File: src/rtl/spi_slave_ctrl.sv
// SPI mode-0 slave frame controller. Oversamples the SPI pins in the clk
// domain, decodes a command byte (R/nW + start address), then streams data
// bytes into or out of a 4x8 register file with address auto-increment.
module spi_slave_ctrl #(
   parameter int SYNC_STAGES = 2
) (
   input  logic       clk,
   input  logic       reset_n,
   input  logic       SCLK,
   input  logic       MOSI,
   input  logic       SS,
   output logic       MISO,
   output logic       reg_write,
   output logic [1:0] reg_addr,
   output logic [7:0] reg_wdata,
   input  logic [7:0] reg_rdata,
   output logic       done,
   output logic       busy,
   output logic       frame_err
);

   // state | meaning
   // IDLE  | no frame, SS high
   // CMD   | receiving the command byte
   // WR    | receiving write data bytes (burst)
   // RD    | shifting read data out on MISO (burst)
   typedef enum logic [1:0] {IDLE, CMD, WR, RD} state_t;

   state_t state, state_nxt;

   logic [SYNC_STAGES-1:0] sclk_sync, mosi_sync, ss_sync;
   logic sclk_s, mosi_s, ss_s;
   logic sclk_d, ss_d;
   logic sclk_rise, sclk_fall, ss_rise, ss_fall;

   logic [2:0] bit_cnt;
   logic [7:0] rx_sh;
   logic [7:0] tx_sh;
   logic       byte_cmp;
   logic       load_pend;

   logic wr_go, done_go, err_go, addr_load, rd_adv, load_go;

   assign sclk_s = sclk_sync[SYNC_STAGES-1];
   assign mosi_s = mosi_sync[SYNC_STAGES-1];
   assign ss_s   = ss_sync[SYNC_STAGES-1];

   assign sclk_rise = sclk_s & ~sclk_d;
   assign sclk_fall = ~sclk_s & sclk_d;
   assign ss_rise   = ss_s & ~ss_d;
   assign ss_fall   = ~ss_s & ss_d;

   assign busy = (state != IDLE);
   assign MISO = (state == RD) ? tx_sh[7] : 1'b0;

   // Pin synchronizers and edge-detect delay registers. SS resets high so a
   // released reset never looks like the start of a frame.
   always_ff @(posedge clk or negedge reset_n) begin
      if (!reset_n) begin
         sclk_sync <= '0;
         mosi_sync <= '0;
         ss_sync   <= '1;
         sclk_d    <= 1'b0;
         ss_d      <= 1'b1;
      end else begin
         sclk_sync <= {sclk_sync[SYNC_STAGES-2:0], SCLK};
         mosi_sync <= {mosi_sync[SYNC_STAGES-2:0], MOSI};
         ss_sync   <= {ss_sync[SYNC_STAGES-2:0], SS};
         sclk_d    <= sclk_s;
         ss_d      <= ss_s;
      end
   end

   // Bit counter and receive shifter; byte_cmp flags a full byte one clk later.
   always_ff @(posedge clk or negedge reset_n) begin
      if (!reset_n) begin
         bit_cnt  <= 3'd0;
         rx_sh    <= 8'h00;
         byte_cmp <= 1'b0;
      end else begin
         byte_cmp <= 1'b0;
         if ((state == IDLE && ss_fall) || (state != IDLE && ss_rise)) begin
            bit_cnt <= 3'd0;
            rx_sh   <= 8'h00;
         end else if (state != IDLE && sclk_rise) begin
            bit_cnt  <= bit_cnt + 3'd1;
            rx_sh    <= {rx_sh[6:0], mosi_s};
            byte_cmp <= (bit_cnt == 3'd7);
         end
      end
   end

   // FSM state register.
   always_ff @(posedge clk or negedge reset_n) begin
      if (!reset_n) state <= IDLE;
      else          state <= state_nxt;
   end

   // Next-state and per-byte action decode. SS rising overrides the state
   // move but a write decoded in the same clk still goes out.
   always_comb begin
      state_nxt = state;
      wr_go     = 1'b0;
      done_go   = 1'b0;
      err_go    = 1'b0;
      addr_load = 1'b0;
      rd_adv    = 1'b0;
      load_go   = 1'b0;
      case (state)
         IDLE: if (ss_fall) state_nxt = CMD;
         CMD: begin
            if (byte_cmp) begin
               addr_load = 1'b1;
               if (rx_sh[7]) begin
                  state_nxt = RD;
                  load_go   = 1'b1;
               end else begin
                  state_nxt = WR;
               end
            end
         end
         WR: begin
            if (byte_cmp) begin
               wr_go   = 1'b1;
               done_go = 1'b1;
            end
         end
         RD: begin
            if (byte_cmp) begin
               done_go = 1'b1;
               rd_adv  = 1'b1;
               load_go = 1'b1;
            end
         end
         default: state_nxt = IDLE;
      endcase
      if (state != IDLE && ss_rise) begin
         state_nxt = IDLE;
         if (bit_cnt != 3'd0) err_go = 1'b1;
      end
   end

   // Register-file interface and status strobes. The address advances the
   // clk after a write strobe, or together with done on a read byte.
   always_ff @(posedge clk or negedge reset_n) begin
      if (!reset_n) begin
         reg_write <= 1'b0;
         reg_wdata <= 8'h00;
         reg_addr  <= 2'd0;
         done      <= 1'b0;
         frame_err <= 1'b0;
      end else begin
         reg_write <= wr_go;
         done      <= done_go;
         frame_err <= err_go;
         if (wr_go) reg_wdata <= rx_sh;
         if (addr_load)
            reg_addr <= rx_sh[1:0];
         else if (rd_adv || reg_write)
            reg_addr <= reg_addr + 2'd1;
      end
   end

   // Transmit shifter: reload one clk after the address settles, shift on
   // falling SCLK except the fall that closes a byte.
   always_ff @(posedge clk or negedge reset_n) begin
      if (!reset_n) begin
         tx_sh     <= 8'h00;
         load_pend <= 1'b0;
      end else begin
         load_pend <= load_go;
         if (load_pend)
            tx_sh <= reg_rdata;
         else if (state == RD && sclk_fall && bit_cnt != 3'd0)
            tx_sh <= {tx_sh[6:0], 1'b0};
      end
   end

endmodule

File: config.mk
export PLATFORM = sky130hd
export DESIGN_NAME = spi_slave_ctrl
export DESIGN_NICKNAME = d
export VERILOG_FILES = /design/src/rtl/spi_slave_ctrl.sv
export SDC_FILE = /design/constraint.sdc
export NUM_CORES = 1
export LEC_CHECK = 0
export CORE_UTILIZATION = 55
export CTS_BUF_LIST = sky130_fd_sc_hd__clkbuf_16
export CTS_CLUSTER_SIZE = 24
export DETAILED_ROUTE_END_ITERATION = 8
export DONT_BUFFER_PORTS = 1
export PLACE_DENSITY_LB_ADDON = 0.3
export SLEW_MARGIN = 20
export SYNTH_ARGS = -nofsm -noshare
export SYNTH_HDL_FRONTEND = slang
export SYNTH_SLANG_ARGS = --single-unit
export TNS_END_PERCENT = 50
File: constraint.sdc
create_clock -name clk -period 1.4 [get_ports clk]
set_input_delay 0.28 -clock clk [delete_from_list [all_inputs] [get_ports clk]]
set_output_delay 0.28 -clock clk [all_outputs]
set_load 0.005 [all_outputs]
==> flow_metrics.py, run 1 <==
metrics = {
    "routing": {
        "dr.pass1.iters": 4,
        "drt_wl_total_mm": 3.33,
        "drt_iter0_drc": 62,
        "drc": 0,
        "viasPerCell": 5.89,
        "vias": 1208,
        "postRouteAntennaNets": 0,
        "routedWlPerCell_um": 16.3,
    },
    "logic_synthesis": {
        "synth_most_common_cell": "dfrtp_1",
        "synth_cells": 144,
        "synth_area_leaders": "dfrtp_1, mux2_2, a32o_1",
        "yosys_warnings": 0,
        "synth_ff_type": "dfrtp_1",
        "synth_fp_nets": 160,
        "yosysTopAreaCell": "dfrtp_1",
        "ys_ff_latch": 44,
        "synth.cells.most_frequent": "dfrtp_1, nor2b_1, o21ai_0",
        "synth_cell_type_count": 30,
        "async_flop_share": 1.00,
        "synth.yosys.seq_area_share": 0.613,
        "synth.avg_cell_area_sq_um": 12.5,
        "synth_top_area_share": 0.569,
        "synth_edf_count": 0,
        "netlist_area_sq_um": 1800,
    },
    "setup_path": {
        "path_buf_inv": 1,
        "path_class": "register to register",
        "critPathMaxFanout": 10,
        "end_kind": "register",
        "worstPathCellList": "or4b_4 > buf_12 > a32o_1",
        "crit_slowest_cell": "dfstp_2",
        "cp.arrival_ns": 1.66,
        "cpPeakStageDelay_ns": 0.52,
        "rr_startpoint": "ss_d$_DFF_PN1_",
        "crit_family": "flip-flops",
        "crit_required_ns": 1.57,
        "r2r_cells": 3,
        "reg2reg_to": "rx_sh[0]$_DFFE_PN0P_",
        "rrSetupSlack_ns": -0.09,
        "startpoint": "ss_d$_DFF_PN1_",
        "start_kind": "register",
    },
    "power": {
        "power_frac_comb": 0.077,
        "p_int_w": 0.00224,
        "p_switching_w": 0.000607,
        "peakVddDrop_mv": 0.789,
        "p_sw_frac": 0.213,
        "power_leakage_nw": 0.982,
        "share_seq_of_total_power": 0.466,
        "powerDensity_nw_per_um2": 1300,
        "power_frac_clock": 0.457,
    },
    "clock_network": {
        "cts_inserted_buffers": 5,
        "root_buffer": "clkbuf_16",
        "cts.path.max_buffers": 2,
        "insertion_delay_ns": 0.28,
        "clkSinkCount": 44,
        "htree_levels": 2,
        "cts_tree": "yes",
        "clk_pin_slew_ns": 0.06,
    },
    "timing": {
        "setup_viol": 12,
        "finalMaxSlewViolations": 0,
        "fin_crit_sh": 1.06,
        "fin_crit_ns": 1.49,
        "setup_ws_ns": -0.0895,
        "slew_headroom": 0.719,
        "rsz0062_at_grt": "yes",
        "setup_tns_ns": -0.974,
        "tightest_slew_ns": 0.421,
        "whs_ns": 0.0228,
        "fmax_mhz": 671,
        "hold_violations": 0,
        "clock_skew_ns": 0.00476,
    },
    "global_routing": {
        "grt_max_degree": 45,
        "grt_pass1_wl_mm": 5.62,
        "gr-usage-all-layers": 0.222,
        "antenna_found_initial": 0,
        "overflow": 0,
        "grt_pass1_vias": 1204,
    },
    "floorplan": {
        "start_util": 0.586,
        "placeableCoreArea_sq_um": 3080,
        "die_w_um": 59.3,
        "die_area_sq_um": 3510,
        "chipHeight_um": 59.3,
        "num_rows": 20,
        "io_pins": 28,
    },
    "final_layout": {
        "layout-drive-gt1-share": 0.280,
        "antenna-diode-count": 0,
        "fillCellCount": 225,
        "fin_util": 0.715,
        "final_net_count": 176,
        "area_delta_synth_final_pct": 22.0,
        "final_cells": 205,
    },
    "place": {
        "dp_hpwl_mm": 2.17,
        "placedCellCount": 192,
        "gp_congestion": 0.795,
        "numPortBuffers": 0,
    },
    "outcome": {
        "status": "finished with violations",
        "violations": "negative setup slack",
    },
    "min_path": {
        "hold_path_class": "input pin to register",
        "whs_path_depth": 0,
        "min_to": "sclk_sync[0]$_DFF_PN0_",
        "hp-start": "SCLK",
    },
    "run": {
        "cap_violations": 0,
    },
}
cells by family (layout without fill, tap and decap cells):
logic type,after synthesis,in the layout,share of synthesized area
flops,44,44,0.613
xor+xnor,1,1,0.00486
mux,9,9,0.0562
buf+inv,12,29,0.0340
compound gates,41,41,0.155
simple gates,34,34,0.117
fa+ha+maj,3,3,0.0208
layout by cell type (no fill, tap or decap), drive strengths merged, types with 3 or more instances in the layout:
cell,n
dfstp,3
clkbuf,5
a32o,10
o21ai,11
and2,3
inv,3
nor2b,11
a31oi,7
nor2,4
nand2,4
mux2,9
dfrtp,41
buf,16
a21oi,9
ha,3
power by group through the flow:
stage,sequential [W],combinational [W],clock (W)
after floorplan,0.00134,0.000104,0
after global placement,0.00135,0.000149,0
after detailed placement,0.00135,0.000159,0
after CTS,0.00133,0.000206,0.00133
after global routing,0.00133,0.000245,0.00137
final,0.00133,0.000219,0.00130
cell type report:
type	instances	area, sq um	area share
flip-flops and latches	44	1100	0.502
multi-input cells	88	672	0.305
repair buffers	18	189	0.0859
clock buffers	5	125	0.0569
well taps	44	55.1	0.0250
clock inverters	3	42.5	0.0193
inverters	3	11.3	0.00512
worst max-delay path by stage:
stage / end / slack [ns] / depth (start not counted)
3_3_place_gp: bit_cnt[1]$_DFFE_PN0P_ / -0.06 / 3
3_5_place_dp: rx_sh[0]$_DFFE_PN0P_ / -0.08 / 3
2_1_floorplan: bit_cnt[2]$_DFFE_PN0P_ / -0.05 / 3
5_1_grt: bit_cnt[1]$_DFFE_PN0P_ / -0.12 / 3
6_report: rx_sh[0]$_DFFE_PN0P_ / -0.09 / 3
4_1_cts: rx_sh[0]$_DFFE_PN0P_ / -0.09 / 3
metal layers:
metal	vias up	routed length [um]	track usage
met5	-	0	0
met4	0	9	0.0578
met3	2	191	0.0852
met2	41	1690	0.339
met1	605	1440	0.300
li1	560	-	-
registers in the layout, indices dropped and copies added (netlist names), 2 cells and up:
register   cells
rx_sh          8
state          2
reg_addr       2
sclk_sync      2
bit_cnt        3
ss_sync        2
reg_wdata      8
tx_sh          8
mosi_sync      2
repair_timing:
action                                 in CTS  in global routing
endpoints found under the hold margin      45                  0
gates resized for setup                     7                 10
setup endpoints to repair                  20                 31
hold buffers                                3                  0
pin swaps                                   1                  5
setup buffers                               1                  2
through the flow:
step	worst slack [ns]	total power [W]	area (sq um)
floorplan	-0.0527	0.00145	1810
global placement	-0.0562	0.00150	1930
detailed placement	-0.0816	0.00151	1930
CTS	-0.0923	0.00286	2180
global route	-0.118	0.00295	2200
finish	-0.0895	0.00285	2200
No activity file was read; power rests on OpenSTA's default activity.
==> run 2, diff against run 1 <==
- GPL_TIMING_DRIVEN: default -> 1
- SKIP_CTS_REPAIR_TIMING: default -> 1
==> run 2 against run 1 <==
  * The run still ends with negative setup slack left
  * Worst hold slack hardly changed
  * Clock skew hardly changed
  * Clock-buffer cell count stayed put
  * Cell area is 0.17% higher
  * Register-to-register slack hardly changed
  * Worst setup slack worse by 0.0017 ns
  * Critical endpoint unchanged
==> flow_metrics.py, run 2 (same netlist as run 1, synthesis figures left out) <==
metrics = {
    "run": {
        "cap_violations": 0,
    },
    "routing": {
        "dr.pass1.iters": 5,
        "routedWlPerCell_um": 16.6,
        "drt_wl_total_mm": 3.38,
        "viasPerCell": 5.84,
        "drc": 0,
        "postRouteAntennaNets": 0,
        "vias": 1192,
        "drt_iter0_drc": 47,
    },
    "timing": {
        "fmax_mhz": 671,
        "finalMaxSlewViolations": 0,
        "clock_skew_ns": 0.00525,
        "setup_viol": 12,
        "tightest_slew_ns": 0.421,
        "fin_crit_sh": 1.07,
        "setup_tns_ns": -0.969,
        "slew_headroom": 0.719,
        "hold_violations": 0,
        "setup_ws_ns": -0.0912,
        "fin_crit_ns": 1.49,
        "rsz0062_at_grt": "yes",
    },
    "floorplan": {
        "start_util": 0.586,
        "io_pins": 28,
        "die_area_sq_um": 3510,
        "num_rows": 20,
        "die_w_um": 59.3,
        "placeableCoreArea_sq_um": 3080,
        "chipHeight_um": 59.3,
    },
    "final_layout": {
        "top_regs": "reg_wdata x8, rx_sh x8, tx_sh x8",
        "final_net_count": 175,
        "layout-drive-gt1-share": 0.256,
        "layout_commonest_cell": "dfrtp_1",
        "mostFrequentLayoutCells": "dfrtp_1, nor2b_1, a32o_1",
        "area_delta_synth_final_pct": 22.2,
        "antenna-diode-count": 0,
        "fillCellCount": 222,
        "final_cells": 204,
    },
    "outcome": {
        "status": "finished with violations",
        "violations": "negative setup slack",
    },
    "power": {
        "power_leakage_nw": 0.987,
        "powerDensity_nw_per_um2": 1290,
        "peakVddDrop_mv": 0.790,
    },
    "place": {
        "placedCellCount": 192,
        "dp_hpwl_mm": 2.17,
        "numPortBuffers": 0,
        "gp_congestion": 0.795,
    },
    "global_routing": {
        "gr-usage-all-layers": 0.220,
        "antenna_found_initial": 0,
        "grt_pass1_vias": 1192,
        "grt_max_degree": 45,
        "grt_pass1_wl_mm": 5.57,
        "overflow": 0,
    },
    "setup_path": {
        "crit_required_ns": 1.57,
        "end_kind": "register",
        "cp.arrival_ns": 1.66,
        "critPathMaxFanout": 10,
        "path_class": "register to register",
        "start_kind": "register",
    },
    "clock_network": {
        "clkSinkCount": 44,
        "htree_levels": 2,
        "cts_inserted_buffers": 5,
        "insertion_delay_ns": 0.28,
        "root_buffer": "clkbuf_16",
        "cts_tree": "yes",
        "clk_pin_slew_ns": 0.06,
        "cts.path.max_buffers": 2,
    },
    "min_path": {
        "hold_path_class": "input pin to register",
    },
}
## run 2: cell types whose count changed in the layout (fill, tap and decap cells not counted), sizes merged
cell,change
clkbuf,+1
buf,-2
## run 2: cell type report
type | instances | area, sq um | area share
Clock buffer | 5 | 125 | 0.0568
Clock inverter | 3 | 42.5 | 0.0193
Inverter | 3 | 11.3 | 0.00511
Multi-Input combinational cell | 88 | 658 | 0.299
Sequential cell | 44 | 1100 | 0.501
Tap cell | 44 | 55.1 | 0.0250
Timing Repair Buffer | 17 | 206 | 0.0937
## run 2: routing by layer
metal | up-vias | wire length, um | part of all wire | GRT usage
met5 | - | 0 | 0 | 0
met4 | 0 | 9 | 0.0027 | 0.0612
met3 | 2 | 159 | 0.047 | 0.0830
met2 | 29 | 1660 | 0.49 | 0.327
met1 | 605 | 1550 | 0.46 | 0.301
li1 | 556 | - | - | -
## run 2: through the flow
step	hold slack (ns)	power, W	worst slack, ns	cell area (sq um)	utilization
floorplan	-0.0156	0.00145	-0.0527	1810	-
finish	0.0227	0.00284	-0.0912	2200	0.716
global placement	-0.0146	0.00150	-0.0562	1930	0.628
detailed placement	-0.0146	0.00151	-0.0816	1930	0.628
CTS	-0.317	0.00281	-0.154	2100	0.683
global route	0.0143	0.00295	-0.118	2200	0.716
## run 2: worst max-delay path, stage by stage (launching register included)
cell     delay, ns
dfstp_2       0.52
or4b_4        0.48
buf_12        0.16
a32o_1        0.21
## run 2: path summary, 6_finish.rpt
kind / slack [ns] / cells after the start / from / endpoint
max in group asynchronous: 0.64 / 2 / reset_n / ss_sync[0]$_DFF_PN1_
hold reg to reg: 0.35 / 0 / mosi_sync[0]$_DFF_PN0_ / mosi_sync[1]$_DFF_PN0_
setup reg to reg: -0.09 / 3 / ss_d$_DFF_PN1_ / rx_sh[0]$_DFFE_PN0P_
hold / removal: 0.02 / 0 / SCLK / sclk_sync[0]$_DFF_PN0_
setup / recovery: -0.09 / 3 / ss_d$_DFF_PN1_ / rx_sh[0]$_DFFE_PN0P_
min in group asynchronous: 0.51 / 2 / reset_n / tx_sh[3]$_DFFE_PN0P_
## run 2: where the power goes
group	total [W]	switching (W)	internal (W)
registers	0.00133	0.0000239	0.00130
logic	0.000215	0.000117	0.0000979
clock network	0.00130	0.000462	0.000838
